<file path="config.mk">
export PLATFORM = sky130hd
export DESIGN_NAME = i2c_responder
export DESIGN_NICKNAME = d
export VERILOG_FILES = /design/src/rtl/i2c_responder.sv
export SDC_FILE = /design/constraint.sdc
export NUM_CORES = 1
export LEC_CHECK = 0
export BUFFER_PORTS_ARGS = -buffer_cell sky130_fd_sc_hd__buf_4
export CAP_MARGIN = 5
export CORE_ASPECT_RATIO = 0.9
export CORE_MARGIN = 1.5
export CORE_UTILIZATION = 45
export DETAILED_ROUTE_END_ITERATION = 10
export SYNTH_ARGS = -nofsm -noshare
export SYNTH_HDL_FRONTEND = slang
export SYNTH_SLANG_ARGS = --single-unit
</file>
<file path="constraint.sdc">
create_clock -name clk -period 2.6 [get_ports clk]
set_input_delay 0.52 -clock clk [delete_from_list [all_inputs] [get_ports clk]]
set_output_delay 0.52 -clock clk [all_outputs]
set_load 0.005 [all_outputs]
</file>
<file path="src/rtl/i2c_responder.sv">
// i2c_responder: I2C target that oversamples SCL/SDA on clk, detects
// START/repeated START/STOP, matches a 7-bit address and serves reads and
// writes to a byte register file through an auto-incrementing pointer.
//
// state    | meaning
// ---------+---------------------------------------------------------------
// IDLE     | waiting for START; all other bus activity is ignored
// ADDR     | shifting in the 7-bit address and R/W bit
// ADDR_ACK | driving ACK for a matched address
// WR_PTR   | receiving the register pointer byte
// WR_DATA  | receiving data bytes destined for reg[ptr]
// WR_ACK   | driving ACK for a received pointer or data byte
// RD_DATA  | shifting reg[ptr] out MSB first
// RD_ACK   | sampling the master's ACK/NACK after a read byte
module i2c_responder #(
    parameter logic [6:0] TARGET_ADDR = 7'h50,
    parameter int         NUM_REGS    = 16,
    parameter int         SYNC_STAGES = 2
) (
    input  logic                        clk,
    input  logic                        rst,
    input  logic                        scl_in,
    input  logic                        sda_in,
    output logic                        sda_oe,
    input  logic [$clog2(NUM_REGS)-1:0] dbg_addr,
    output logic [7:0]                  dbg_data,
    output logic                        start_det,
    output logic                        stop_det,
    output logic                        wr_strobe,
    output logic                        busy
);

    localparam int PTR_W = $clog2(NUM_REGS);

    typedef enum logic [2:0] {
        IDLE, ADDR, ADDR_ACK, WR_PTR, WR_DATA, WR_ACK, RD_DATA, RD_ACK
    } state_t;

    logic [SYNC_STAGES-1:0] scl_sync, sda_sync;
    logic                   scl_s, sda_s, scl_p, sda_p;
    logic                   scl_rise, scl_fall, start_cond, stop_cond;

    state_t             state, state_n;
    logic [3:0]         bit_cnt, bit_cnt_n;
    logic [7:0]         rx, rx_n;
    logic [7:0]         tx, tx_n;
    logic [PTR_W-1:0]   ptr, ptr_n;
    logic               oe_n, busy_n, rw, rw_n, ack_seen, ack_seen_n;
    logic               start_n, stop_n, wr_n, reg_we;
    logic [7:0]         regs [NUM_REGS];
    logic [7:0]         rd_byte;

    // Input synchronizers plus one-cycle-delayed copies for edge detection;
    // everything resets high so an idle bus produces no spurious edges.
    always_ff @(posedge clk) begin
        if (rst) begin
            scl_sync <= '1;
            sda_sync <= '1;
            scl_p    <= 1'b1;
            sda_p    <= 1'b1;
        end else begin
            scl_sync <= {scl_sync[SYNC_STAGES-2:0], scl_in};
            sda_sync <= {sda_sync[SYNC_STAGES-2:0], sda_in};
            scl_p    <= scl_s;
            sda_p    <= sda_s;
        end
    end

    assign scl_s      = scl_sync[SYNC_STAGES-1];
    assign sda_s      = sda_sync[SYNC_STAGES-1];
    assign scl_rise   = scl_s & ~scl_p;
    assign scl_fall   = ~scl_s & scl_p;
    assign start_cond = ~sda_s & sda_p & scl_s;
    assign stop_cond  = sda_s & ~sda_p & scl_s;

    assign rd_byte  = regs[ptr];
    assign dbg_data = regs[dbg_addr];

    // Next-state and datapath decode; START/STOP take priority over any state.
    always_comb begin
        state_n    = state;
        bit_cnt_n  = bit_cnt;
        rx_n       = rx;
        tx_n       = tx;
        ptr_n      = ptr;
        oe_n       = sda_oe;
        busy_n     = busy;
        rw_n       = rw;
        ack_seen_n = ack_seen;
        start_n    = 1'b0;
        stop_n     = 1'b0;
        wr_n       = 1'b0;
        reg_we     = 1'b0;

        if (start_cond) begin
            state_n    = ADDR;
            bit_cnt_n  = 4'd0;
            oe_n       = 1'b0;
            ack_seen_n = 1'b0;
            start_n    = 1'b1;
        end else if (stop_cond) begin
            state_n = IDLE;
            oe_n    = 1'b0;
            busy_n  = 1'b0;
            stop_n  = 1'b1;
        end else begin
            case (state)
                IDLE: ;
                ADDR, WR_PTR, WR_DATA: begin
                    if (scl_rise && bit_cnt != 4'd8) begin
                        rx_n      = {rx[6:0], sda_s};
                        bit_cnt_n = bit_cnt + 4'd1;
                    end else if (scl_fall && bit_cnt == 4'd8) begin
                        bit_cnt_n = 4'd0;
                        if (state == ADDR) begin
                            if (rx[7:1] == TARGET_ADDR) begin
                                oe_n    = 1'b1;
                                busy_n  = 1'b1;
                                rw_n    = rx[0];
                                state_n = ADDR_ACK;
                            end else begin
                                state_n = IDLE;
                            end
                        end else if (state == WR_PTR) begin
                            ptr_n   = rx[PTR_W-1:0];
                            oe_n    = 1'b1;
                            state_n = WR_ACK;
                        end else begin
                            reg_we  = 1'b1;
                            wr_n    = 1'b1;
                            ptr_n   = ptr + PTR_W'(1);
                            oe_n    = 1'b1;
                            state_n = WR_ACK;
                        end
                    end
                end
                ADDR_ACK: begin
                    if (scl_fall) begin
                        bit_cnt_n = 4'd0;
                        if (rw) begin
                            tx_n    = rd_byte;
                            oe_n    = ~rd_byte[7];
                            state_n = RD_DATA;
                        end else begin
                            oe_n    = 1'b0;
                            state_n = WR_PTR;
                        end
                    end
                end
                WR_ACK: begin
                    if (scl_fall) begin
                        oe_n      = 1'b0;
                        bit_cnt_n = 4'd0;
                        state_n   = WR_DATA;
                    end
                end
                RD_DATA: begin
                    if (scl_fall) begin
                        if (bit_cnt == 4'd7) begin
                            oe_n       = 1'b0;
                            ack_seen_n = 1'b0;
                            state_n    = RD_ACK;
                        end else begin
                            tx_n      = {tx[6:0], 1'b0};
                            oe_n      = ~tx[6];
                            bit_cnt_n = bit_cnt + 4'd1;
                        end
                    end
                end
                RD_ACK: begin
                    if (scl_rise) begin
                        if (sda_s) begin
                            busy_n  = 1'b0;
                            state_n = IDLE;
                        end else begin
                            ptr_n      = ptr + PTR_W'(1);
                            ack_seen_n = 1'b1;
                        end
                    end else if (scl_fall && ack_seen) begin
                        tx_n      = rd_byte;
                        oe_n      = ~rd_byte[7];
                        bit_cnt_n = 4'd0;
                        state_n   = RD_DATA;
                    end
                end
                default: state_n = IDLE;
            endcase
        end
    end

    // State register and registered outputs; sda_oe only moves on the cycle
    // after a detected SCL fall (or a START/STOP clearing it).
    always_ff @(posedge clk) begin
        if (rst) begin
            state     <= IDLE;
            bit_cnt   <= 4'd0;
            rx        <= 8'h00;
            tx        <= 8'h00;
            ptr       <= '0;
            sda_oe    <= 1'b0;
            busy      <= 1'b0;
            rw        <= 1'b0;
            ack_seen  <= 1'b0;
            start_det <= 1'b0;
            stop_det  <= 1'b0;
            wr_strobe <= 1'b0;
        end else begin
            state     <= state_n;
            bit_cnt   <= bit_cnt_n;
            rx        <= rx_n;
            tx        <= tx_n;
            ptr       <= ptr_n;
            sda_oe    <= oe_n;
            busy      <= busy_n;
            rw        <= rw_n;
            ack_seen  <= ack_seen_n;
            start_det <= start_n;
            stop_det  <= stop_n;
            wr_strobe <= wr_n;
        end
    end

    // Register file; a data byte lands on the same edge that raises wr_strobe.
    always_ff @(posedge clk) begin
        if (rst) begin
            for (int i = 0; i < NUM_REGS; i++) regs[i] <= 8'h00;
        end else if (reg_we) begin
            regs[ptr] <= rx;
        end
    end

endmodule

</file>
==> results of run 1 <==
[kinds of logic (layout without fill, tap and decap cells)]
logic type | count (synthesis) | in the layout
AOI/OAI and AO/OA | 85 | 85
xor gates and xnor gates | 1 | 1
adders and majority gates | 6 | 6
buffers and inverters | 58 | 102
DFF | 171 | 171
muxes | 87 | 87
and+or+nand+nor | 264 | 264
[through the flow]
step                      hold slack, ns  power, W
after floorplan                    0.389   0.00341
after global placement             0.392   0.00360
after detailed placement           0.396   0.00360
after CTS                          0.256   0.00606
after global routing               0.261   0.00620
final                              0.275   0.00603
[worst register-to-register path, delay by kind of cell, from the launching register on]
kind	cells	cell delay [ns]
adders and majority gates	1	0.17
buffers and inverters	4	0.68
and+or+nand+nor	3	0.67
AOI/OAI and AO/OA	1	0.23
DFF	1	0.34
[how the worst max path moves through the flow]
stage / start / to / slack (ns)
2_1_floorplan: dbg_addr[0] / dbg_data[0] / 0.05
3_3_place_gp: dbg_addr[0] / dbg_data[3] / 0.04
3_5_place_dp: dbg_addr[0] / dbg_data[3] / 0.01
4_1_cts: dbg_addr[0] / dbg_data[3] / 0.01
5_1_grt: regs[8][7] / dbg_data[7] / 0.00007
6_report: regs[8][6] / dbg_data[6] / 0.02
[cell usage in the layout (no fill, tap or decap), drive strengths merged, types with 2 or more instances in the layout]
master    netlist  final
edfxtp        128    128
nand2          16     16
buf            16     62
o31ai           2      2
nor3b           3      3
o211ai          2      2
and3            2      2
or3b            2      2
nor4            3      3
or2            12     12
and2          130    130
a211oi         12     12
clkinvlp        0      3
nand3          11     11
nand3b          2      2
bufinv          0      2
inv             8     11
a22oi          14     14
nand2b          8      8
a32o            2      2
o21ai          21     21
dfxtp          43     43
nor4b           2      2
nor2b           4      4
nand4           4      4
mux2            2      2
clkbuf         34     19
and3b           6      6
nor2           41     41
mux4           72     72
o22ai           2      2
mux2i          13     13
nor3           15     15
clkinv          0      5
a21oi          19     19
ha              6      6
[power groups by stage]
stage | clock, W | sequential, W | combinational (W)
after floorplan | 0 | 0.00312 | 0.000282
after CTS | 0.00251 | 0.00314 | 0.000411
after global routing | 0.00261 | 0.00315 | 0.000443
final | 0.00247 | 0.00314 | 0.000416
after global placement | 0 | 0.00321 | 0.000397
after detailed placement | 0 | 0.00319 | 0.000409
[state kept, by name, summed over array words and instances, names as in the netlist, 2 cells and up, named ones only]
| name | count |
|---|---|
| scl_sync | 2 |
| bit_cnt | 4 |
| regs | 128 |
| state | 3 |
| ptr | 4 |
| sda_sync | 2 |
| tx | 7 |
| rx | 8 |
[per-layer routing]
layer  track usage, %  vias up  share of wire (%)
met1             33.5     2950                 42
li1                 -     2616                  -
met4             11.0        0                3.8
met3             5.76       54                9.4
met2             36.0      363                 45
met5                0        -                  0
[repair_timing]
| action | 4_1_cts | 5_1_grt |
|---|---|---|
| resized for setup | 0 | 6 |
| buffers inserted | 0 | 0 |
| setup endpoints to repair | 0 | 52 |
[layout make-up]
| class | instances | area (um^2) |
|---|---|---|
| inverters | 8 | 30.0 |
| multi-input cells | 443 | 4030 |
| repair buffers | 63 | 532 |
| fillers | 1598 | 9160 |
| well taps | 250 | 313 |
| clock inverters | 13 | 143 |
| clock buffers | 18 | 429 |
| flip-flops and latches | 171 | 4710 |
==> results.py, run 1 <==
metrics = {
    "outcome": {
        "status": "completed",
    },
    "global_route": {
        "grt_overflow": 0,
        "track_usage_pct": 24.1,
        "antenna_found_initial": 0,
        "grt_max_degree": 33,
        "grt_pass1_vias": 5505,
        "grt_pass1_wl_um": 36000,
    },
    "sta": {
        "finalSetupTns_ns": 0,
        "finalSetupViolCount": 0,
        "fmaxAchievable_ghz": 0.388,
        "clock-skew-final_ns": 0.0110,
        "finalHoldViolCount": 0,
        "period_share_pct": 99.1,
        "drv_slew": 0,
        "rsz0062_at_grt": "false",
        "tightest_slew_ns": 0.681,
        "slew_headroom_pct": 54.3,
        "setup_slack_ns": 0.0239,
        "finalCriticalPeriod_ns": 2.58,
    },
    "critical_path": {
        "arrival_ns": 2.06,
        "worst_r2r_path_depth": 9,
        "cpLargestDelayFamily": "multiplexers",
        "cp_slowest_cell": "edfxtp_1",
        "crit_path_end_kind": "output pin",
        "r2r_end": "regs[8][7]",
        "worstPathMaxFanout": 2,
        "cp-start-kind": "flop",
        "cp.depth": 3,
        "rrSetupSlack_ns": 0.21,
        "critPathMaxStageDelay_ns": 0.50,
        "path_cells": "mux4_2 -> mux4_2 -> buf_4",
        "critPathRequiredTime_ns": 2.08,
        "critical_path_buf_inv_count": 1,
        "cp_common_cell": "mux4_2",
        "path_class": "reg -> out",
        "r2r-start": "bit_cnt[0]",
    },
    "placed_design": {
        "dp_hpwl_um": 17800,
        "io_buffers": 20,
        "place_inst": 934,
        "gp_congestion": 0.994,
        "dpl_cell_area_um2": 9560,
        "pre_cts_ws_ns": 0.0108,
    },
    "yosys": {
        "synth_area_per_cell_um2": 13.4,
        "yosys-top-cells-area": "edfxtp_1 (43%), mux4_2 (16%), dfxtp_1 (9.6%)",
        "ys_seq_area_share_pct": 52.4,
        "synth_edf_count": 128,
        "ys_ff_latch": 171,
        "ys_top_cells_by_count": "and2_1 (130), edfxtp_1 (128), mux4_2 (65)",
        "synth_largest_area_cell": "edfxtp_1",
        "synth_most_common_cell": "and2_1",
        "yosysWarningCount": 0,
        "synth_compound_gate_area_share_pct": 6.46,
        "async_reset_ff_share_pct": 0,
        "yosys.area_share.simple_pct": 17.3,
        "synthFlopType": "edfxtp_1",
        "synth-xor-area-share_pct": 0.0976,
        "syn_area_um2": 8970,
        "synth_mux_area_share_pct": 20.1,
        "synth_top_area_share_pct": 42.8,
        "synth.distinct_cells": 59,
        "syn_nets": 686,
        "synth-adder-area-share_pct": 0.837,
        "synth_top_family_by_area": "multiplexers",
        "syn_inst": 672,
    },
    "drt": {
        "dr_total_vias": 5983,
        "drtPass1Iterations": 7,
        "vias_per_cell": 6.19,
        "first_iter_violations": 849,
        "drtAntennaViolNets": 0,
        "wirelength_um": 24400,
        "drc": 0,
        "wl_per_cell_um": 25.2,
    },
    "floorplanning": {
        "rows": 48,
        "die_height_um": 137,
        "core_area_um2": 19300,
        "pin_count": 21,
        "die-area_um2": 20800,
        "die_x_um": 152,
        "start_util_pct": 46.4,
    },
    "cts": {
        "clockBufferDepth": 2,
        "htreeDepth": 4,
        "cts_buffers": 17,
        "clock_sinks": 171,
        "cts_hold_buffers": 0,
        "cts_tree": "yes",
        "clk_pin_slew_worst_paths_ns": 0.07,
        "clk_latency_ns": 0.43,
        "root_buffer": "clkbuf_16",
    },
    "power_and_ir_drop": {
        "p_leak_nw": 3.57,
        "combPwrFrac_pct": 6.9,
        "ir_drop_mv": 0.422,
        "p_sw_share_pct": 22.4,
        "seq_power_share_pct": 52.1,
        "powerDensity_nw_per_um2": 593,
        "pwr-share-clk_pct": 41.0,
        "internal_power_w": 0.00468,
        "p_sw_w": 0.00135,
    },
    "finish": {
        "diodes": 0,
        "final_layout_size_suffix_gt1_share_pct": 26.4,
        "final_area_um2": 10200,
        "finalNonFillerCells": 966,
        "fin_util_pct": 52.7,
        "synthToLayoutAreaGrowth_pct": 13.5,
        "nNetsFinal": 718,
    },
    "worst_hold_path": {
        "hp-start": "scl_in",
        "worstHoldEndpoint": "scl_sync[0]",
        "hold_depth": 2,
        "hold_path.class": "in -> reg",
    },
    "job": {
        "drv_cap": 0,
    },
}
(Power assumes the default switching activity.)
==> run 2, diff against run 1 <==
Settings changed: CORE_MARGIN 1.5 to 2.
==> results.py, run 2 (same netlist as run 1, synthesis figures left out) <==
metrics = {
    "critical_path": {
        "arrival_ns": 2.07,
        "critical_path_buf_inv_count": 1,
        "critPathMaxStageDelay_ns": 0.52,
        "cp-start-kind": "flop",
        "worstPathMaxFanout": 2,
        "r2r_end": "regs[15][1]",
        "critPathRequiredTime_ns": 2.08,
        "path_class": "reg -> out",
        "path_cells": "mux4_2 -> mux4_2 -> buf_6",
        "cp_common_cell": "mux4_2",
        "cpLargestDelayFamily": "multiplexers",
        "rrSetupSlack_ns": 0.16,
        "cp.depth": 3,
        "r2r-start": "bit_cnt[0]",
        "worst_r2r_path_depth": 8,
        "crit_path_end_kind": "output pin",
        "cp_slowest_cell": "mux4_2",
    },
    "global_route": {
        "grt_overflow": 0,
        "grt_max_degree": 33,
        "track_usage_pct": 24.8,
        "grt_pass1_wl_um": 37300,
        "antenna_found_initial": 0,
        "grt_pass1_vias": 5711,
    },
    "drt": {
        "vias_per_cell": 6.24,
        "drtAntennaViolNets": 0,
        "wl_per_cell_um": 26.0,
        "drc": 0,
        "drtPass1Iterations": 6,
        "first_iter_violations": 823,
        "dr_total_vias": 6019,
        "wirelength_um": 25100,
    },
    "cts": {
        "clockBufferDepth": 2,
        "clock_sinks": 171,
        "cts_buffers": 17,
        "cts_tree": "yes",
        "cts_hold_buffers": 0,
        "clk_latency_ns": 0.43,
        "htreeDepth": 4,
        "root_buffer": "clkbuf_16",
        "clk_pin_slew_worst_paths_ns": 0.07,
    },
    "floorplanning": {
        "core_area_um2": 19300,
        "pin_count": 21,
        "die_x_um": 153,
        "die-area_um2": 21100,
        "rows": 48,
        "die_height_um": 138,
        "start_util_pct": 46.4,
    },
    "sta": {
        "slew_headroom_pct": 56.5,
        "finalCriticalPeriod_ns": 2.59,
        "rsz0062_at_grt": "true",
        "finalHoldViolCount": 0,
        "finalSetupViolCount": 0,
        "hold_ws_ns": 0.271,
        "tightest_slew_ns": 0.652,
        "period_share_pct": 99.7,
        "drv_slew": 0,
        "finalSetupTns_ns": 0,
        "fmaxAchievable_ghz": 0.386,
        "clock-skew-final_ns": 0.00609,
    },
    "power_and_ir_drop": {
        "p_leak_nw": 3.54,
        "powerDensity_nw_per_um2": 590,
        "ir_drop_mv": 0.451,
    },
    "worst_hold_path": {
        "worstHoldEndpoint": "scl_sync[0]",
        "hp-start": "scl_in",
        "hold_path.class": "in -> reg",
        "hold_depth": 2,
    },
    "finish": {
        "final_common_cell": "and2_1",
        "synthToLayoutAreaGrowth_pct": 13.0,
        "nNetsFinal": 717,
        "reg.largest.list": "regs: 128 flops, rx: 8 flops, tx: 7 flops",
        "regMostFlops": "regs",
        "largest_register_ffs": 128,
        "final_layout_size_suffix_gt1_share_pct": 25.9,
        "layout_common_cells": "and2_1 (130), edfxtp_1 (128), mux4_2 (65)",
        "diodes": 0,
    },
    "placed_design": {
        "io_buffers": 20,
        "gp_congestion": 0.990,
        "dp_hpwl_um": 18400,
    },
    "outcome": {
        "status": "completed",
    },
    "job": {
        "drv_cap": 0,
    },
}
[run 2: cell count changes in the layout (fill, tap and decap cells not counted), sizes merged]
cell      previous run  this run
clkinvlp             3         4
clkinv               5         4
bufinv               2         1
[run 2: how the worst max path moves through the flow]
stage / from / end / slack, ns
floorplan: dbg_addr[0] / dbg_data[0] / 0.05
global placement: dbg_addr[0] / dbg_data[5] / 0.07
detailed placement: dbg_addr[0] / dbg_data[5] / 0.04
CTS: regs[15][6] / dbg_data[6] / -0.02
global route: regs[15][6] / dbg_data[6] / -0.03
finish: regs[15][6] / dbg_data[6] / 0.009
[run 2: worst register-to-register path, stage by stage (launching register included)]
cell and delay [ns]:
dfxtp_1 0.33, inv_1 0.09, ha_1 0.18, nand3b_1 0.17
nor4b_2 0.51, nand3_1 0.27, buf_4 0.24, o21ai_0 0.17
buf_4 0.19
[run 2: per-stage QoR]
stage	total power, W	setup WS, ns	util (%)	cell area, um^2	instances
final	0.00598	0.00867	52.4	10100	965
after detailed placement	0.00360	0.0404	49.4	9560	933
after global routing	0.00614	-0.0340	52.4	10100	965
after global placement	0.00360	0.0657	49.4	9560	933
after CTS	0.00599	-0.0175	52.3	10100	964
after floorplan	0.00341	0.0465	-	8970	672
[run 2: layout make-up]
class / count / area, um^2
multi-input combinational: 443 / 4010
fill: 1627 / 9200
inverter: 8 / 30.0
clock buffer: 19 / 433
clock inverter: 12 / 118
sequential: 171 / 4710
tap: 250 / 313
timing repair buffer: 62 / 526
[run 2: where the power goes]
part           switching [W]  leakage [nW]  total (W)  internal [W]
Combinational       0.000184          1.72   0.000417      0.000233
Clock                0.00109         0.256    0.00241       0.00132
Sequential          0.000116          1.56    0.00315       0.00304
Total                0.00139          3.54    0.00598       0.00459
[run 2: repair_timing]
| action | 4_1_cts | 5_1_grt |
|---|---|---|
| gates resized for setup | 1 | 5 |
| setup endpoints to repair | 1 | 6 |
| pin swaps | 0 | 0 |
| buffers inserted | 0 | 1 |
[run 2: metal layers]
layer,up-vias,part of all wire (%),track usage (%)
met1,2966,41,34.1
li1,2621,-,-
met2,358,44,36.5
met4,0,4.6,11.7
met3,74,9.8,7.28
met5,-,0,0
==> run 3, diff against run 2 <==
Settings changed: SETUP_SLACK_MARGIN set to 0.02.
==> results.py, run 3 (same netlist as run 1, synthesis figures left out) <==
metrics = {
    "outcome": {
        "status": "finished with violations",
        "violations": "setup timing",
    },
    "global_route": {
        "grt_overflow": 0,
        "grt_pass1_vias": 5711,
        "grt_pass1_wl_um": 37300,
        "grt_max_degree": 33,
        "antenna_found_initial": 0,
        "track_usage_pct": 24.8,
    },
    "floorplanning": {
        "die_height_um": 138,
        "die-area_um2": 21100,
        "core_area_um2": 19300,
        "rows": 48,
        "pin_count": 21,
        "start_util_pct": 46.4,
        "die_x_um": 153,
    },
    "drt": {
        "drc": 0,
        "vias_per_cell": 6.22,
        "first_iter_violations": 782,
        "drtAntennaViolNets": 0,
        "drtPass1Iterations": 5,
        "wirelength_um": 25200,
        "wl_per_cell_um": 26.1,
        "dr_total_vias": 6004,
    },
    "cts": {
        "cts_buffers": 17,
        "clock_sinks": 171,
        "root_buffer": "clkbuf_16",
        "clk_pin_slew_worst_paths_ns": 0.07,
        "cts_tree": "yes",
        "clk_latency_ns": 0.43,
        "cts_hold_buffers": 0,
        "htreeDepth": 4,
        "clockBufferDepth": 2,
    },
    "critical_path": {
        "rrSetupSlack_ns": 0.27,
        "cp.depth": 3,
        "path_cells": "mux4_2 -> mux4_2 -> buf_6",
        "r2r_end": "regs[3][5]",
        "critical_path_buf_inv_count": 1,
        "critPathMaxStageDelay_ns": 0.52,
        "cp-start-kind": "flop",
        "worst_r2r_path_depth": 7,
        "cp_slowest_cell": "mux4_2",
        "crit_path_end_kind": "output pin",
        "path_class": "reg -> out",
        "critPathRequiredTime_ns": 2.08,
        "arrival_ns": 2.09,
        "cp_common_cell": "mux4_2",
        "worstPathMaxFanout": 2,
        "r2r-start": "bit_cnt[0]",
        "cpLargestDelayFamily": "multiplexers",
    },
    "sta": {
        "period_share_pct": 100,
        "clock-skew-final_ns": 0.00588,
        "finalSetupTns_ns": -0.00827,
        "rsz0062_at_grt": "true",
        "finalCriticalPeriod_ns": 2.61,
        "slew_headroom_pct": 55.3,
        "hold_ws_ns": 0.272,
        "fmaxAchievable_ghz": 0.383,
        "finalHoldViolCount": 0,
        "tightest_slew_ns": 0.670,
        "drv_slew": 0,
        "setup_slack_ns": -0.00827,
        "finalSetupViolCount": 1,
    },
    "placed_design": {
        "gp_congestion": 0.990,
        "dp_hpwl_um": 18400,
        "place_inst": 933,
        "io_buffers": 20,
    },
    "power_and_ir_drop": {
        "ir_drop_mv": 0.451,
        "p_leak_nw": 3.55,
        "finalPower_w": 0.00599,
        "powerDensity_nw_per_um2": 590,
    },
    "worst_hold_path": {
        "hold_path.class": "in -> reg",
        "worstHoldEndpoint": "scl_sync[0]",
        "hp-start": "scl_in",
        "hold_depth": 2,
    },
    "finish": {
        "final_common_cell": "and2_1",
        "nNetsFinal": 717,
        "finalNonFillerCells": 965,
        "regMostFlops": "regs",
        "reg.largest.list": "regs: 128 flops, rx: 8 flops, tx: 7 flops",
        "largest_register_ffs": 128,
        "synthToLayoutAreaGrowth_pct": 13.1,
        "diodes": 0,
        "layout_common_cells": "and2_1 (130), edfxtp_1 (128), mux4_2 (65)",
        "final_layout_size_suffix_gt1_share_pct": 25.9,
    },
    "job": {
        "drv_cap": 0,
    },
}
==> run 3: timing repair <==
item,in CTS,in global routing
setup buffers,0,1
endpoints found under the setup margin,3,8
gates resized for setup,3,5
==> run 3: stage by stage <==
| stage | utilization [%] | worst slack (ns) | instance area, um^2 |
|---|---|---|---|
| floorplan | - | 0.0465 | 8970 |
| global placement | 49.4 | 0.0657 | 9560 |
| detailed placement | 49.4 | 0.0404 | 9560 |
| CTS | 52.3 | -0.0175 | 10100 |
| global route | 52.5 | -0.0340 | 10100 |
| finish | 52.5 | -0.00827 | 10100 |
==> run 3: layer usage <==
metal | track usage (%) | vias to the layer above | wire length (um)
met1 | 34.1 | 2987 | 10500
met3 | 7.28 | 68 | 2350
met2 | 36.5 | 329 | 11300
met4 | 11.7 | 0 | 1060
li1 | - | 2620 | -
met5 | 0 | - | 0
==> run 3: cell type report <==
cell class / instances / area, um^2
Fill cell: 1627 / 9190
Sequential cell: 171 / 4710
Multi-Input combinational cell: 443 / 4020
Timing Repair Buffer: 62 / 529
Clock buffer: 19 / 433
Tap cell: 250 / 313
Clock inverter: 12 / 118
Inverter: 8 / 30.0
==> run 3: worst max path at each step <==
stage | from | to | slack, ns
after CTS | regs[15][6] | dbg_data[6] | -0.02
final | regs[15][6] | dbg_data[6] | -0.008
after floorplan | dbg_addr[0] | dbg_data[0] | 0.05
after global routing | regs[15][6] | dbg_data[6] | -0.03
after global placement | dbg_addr[0] | dbg_data[5] | 0.07
after detailed placement | dbg_addr[0] | dbg_data[5] | 0.04
==> run 3: where the power goes <==
group / internal (W) / total, W / leakage, nW / switching (W)
combinational: 0.000234 / 0.000419 / 1.73 / 0.000185
clock: 0.00132 / 0.00242 / 0.256 / 0.00109
sequential: 0.00304 / 0.00315 / 1.56 / 0.000117
total: 0.00460 / 0.00599 / 3.55 / 0.00139
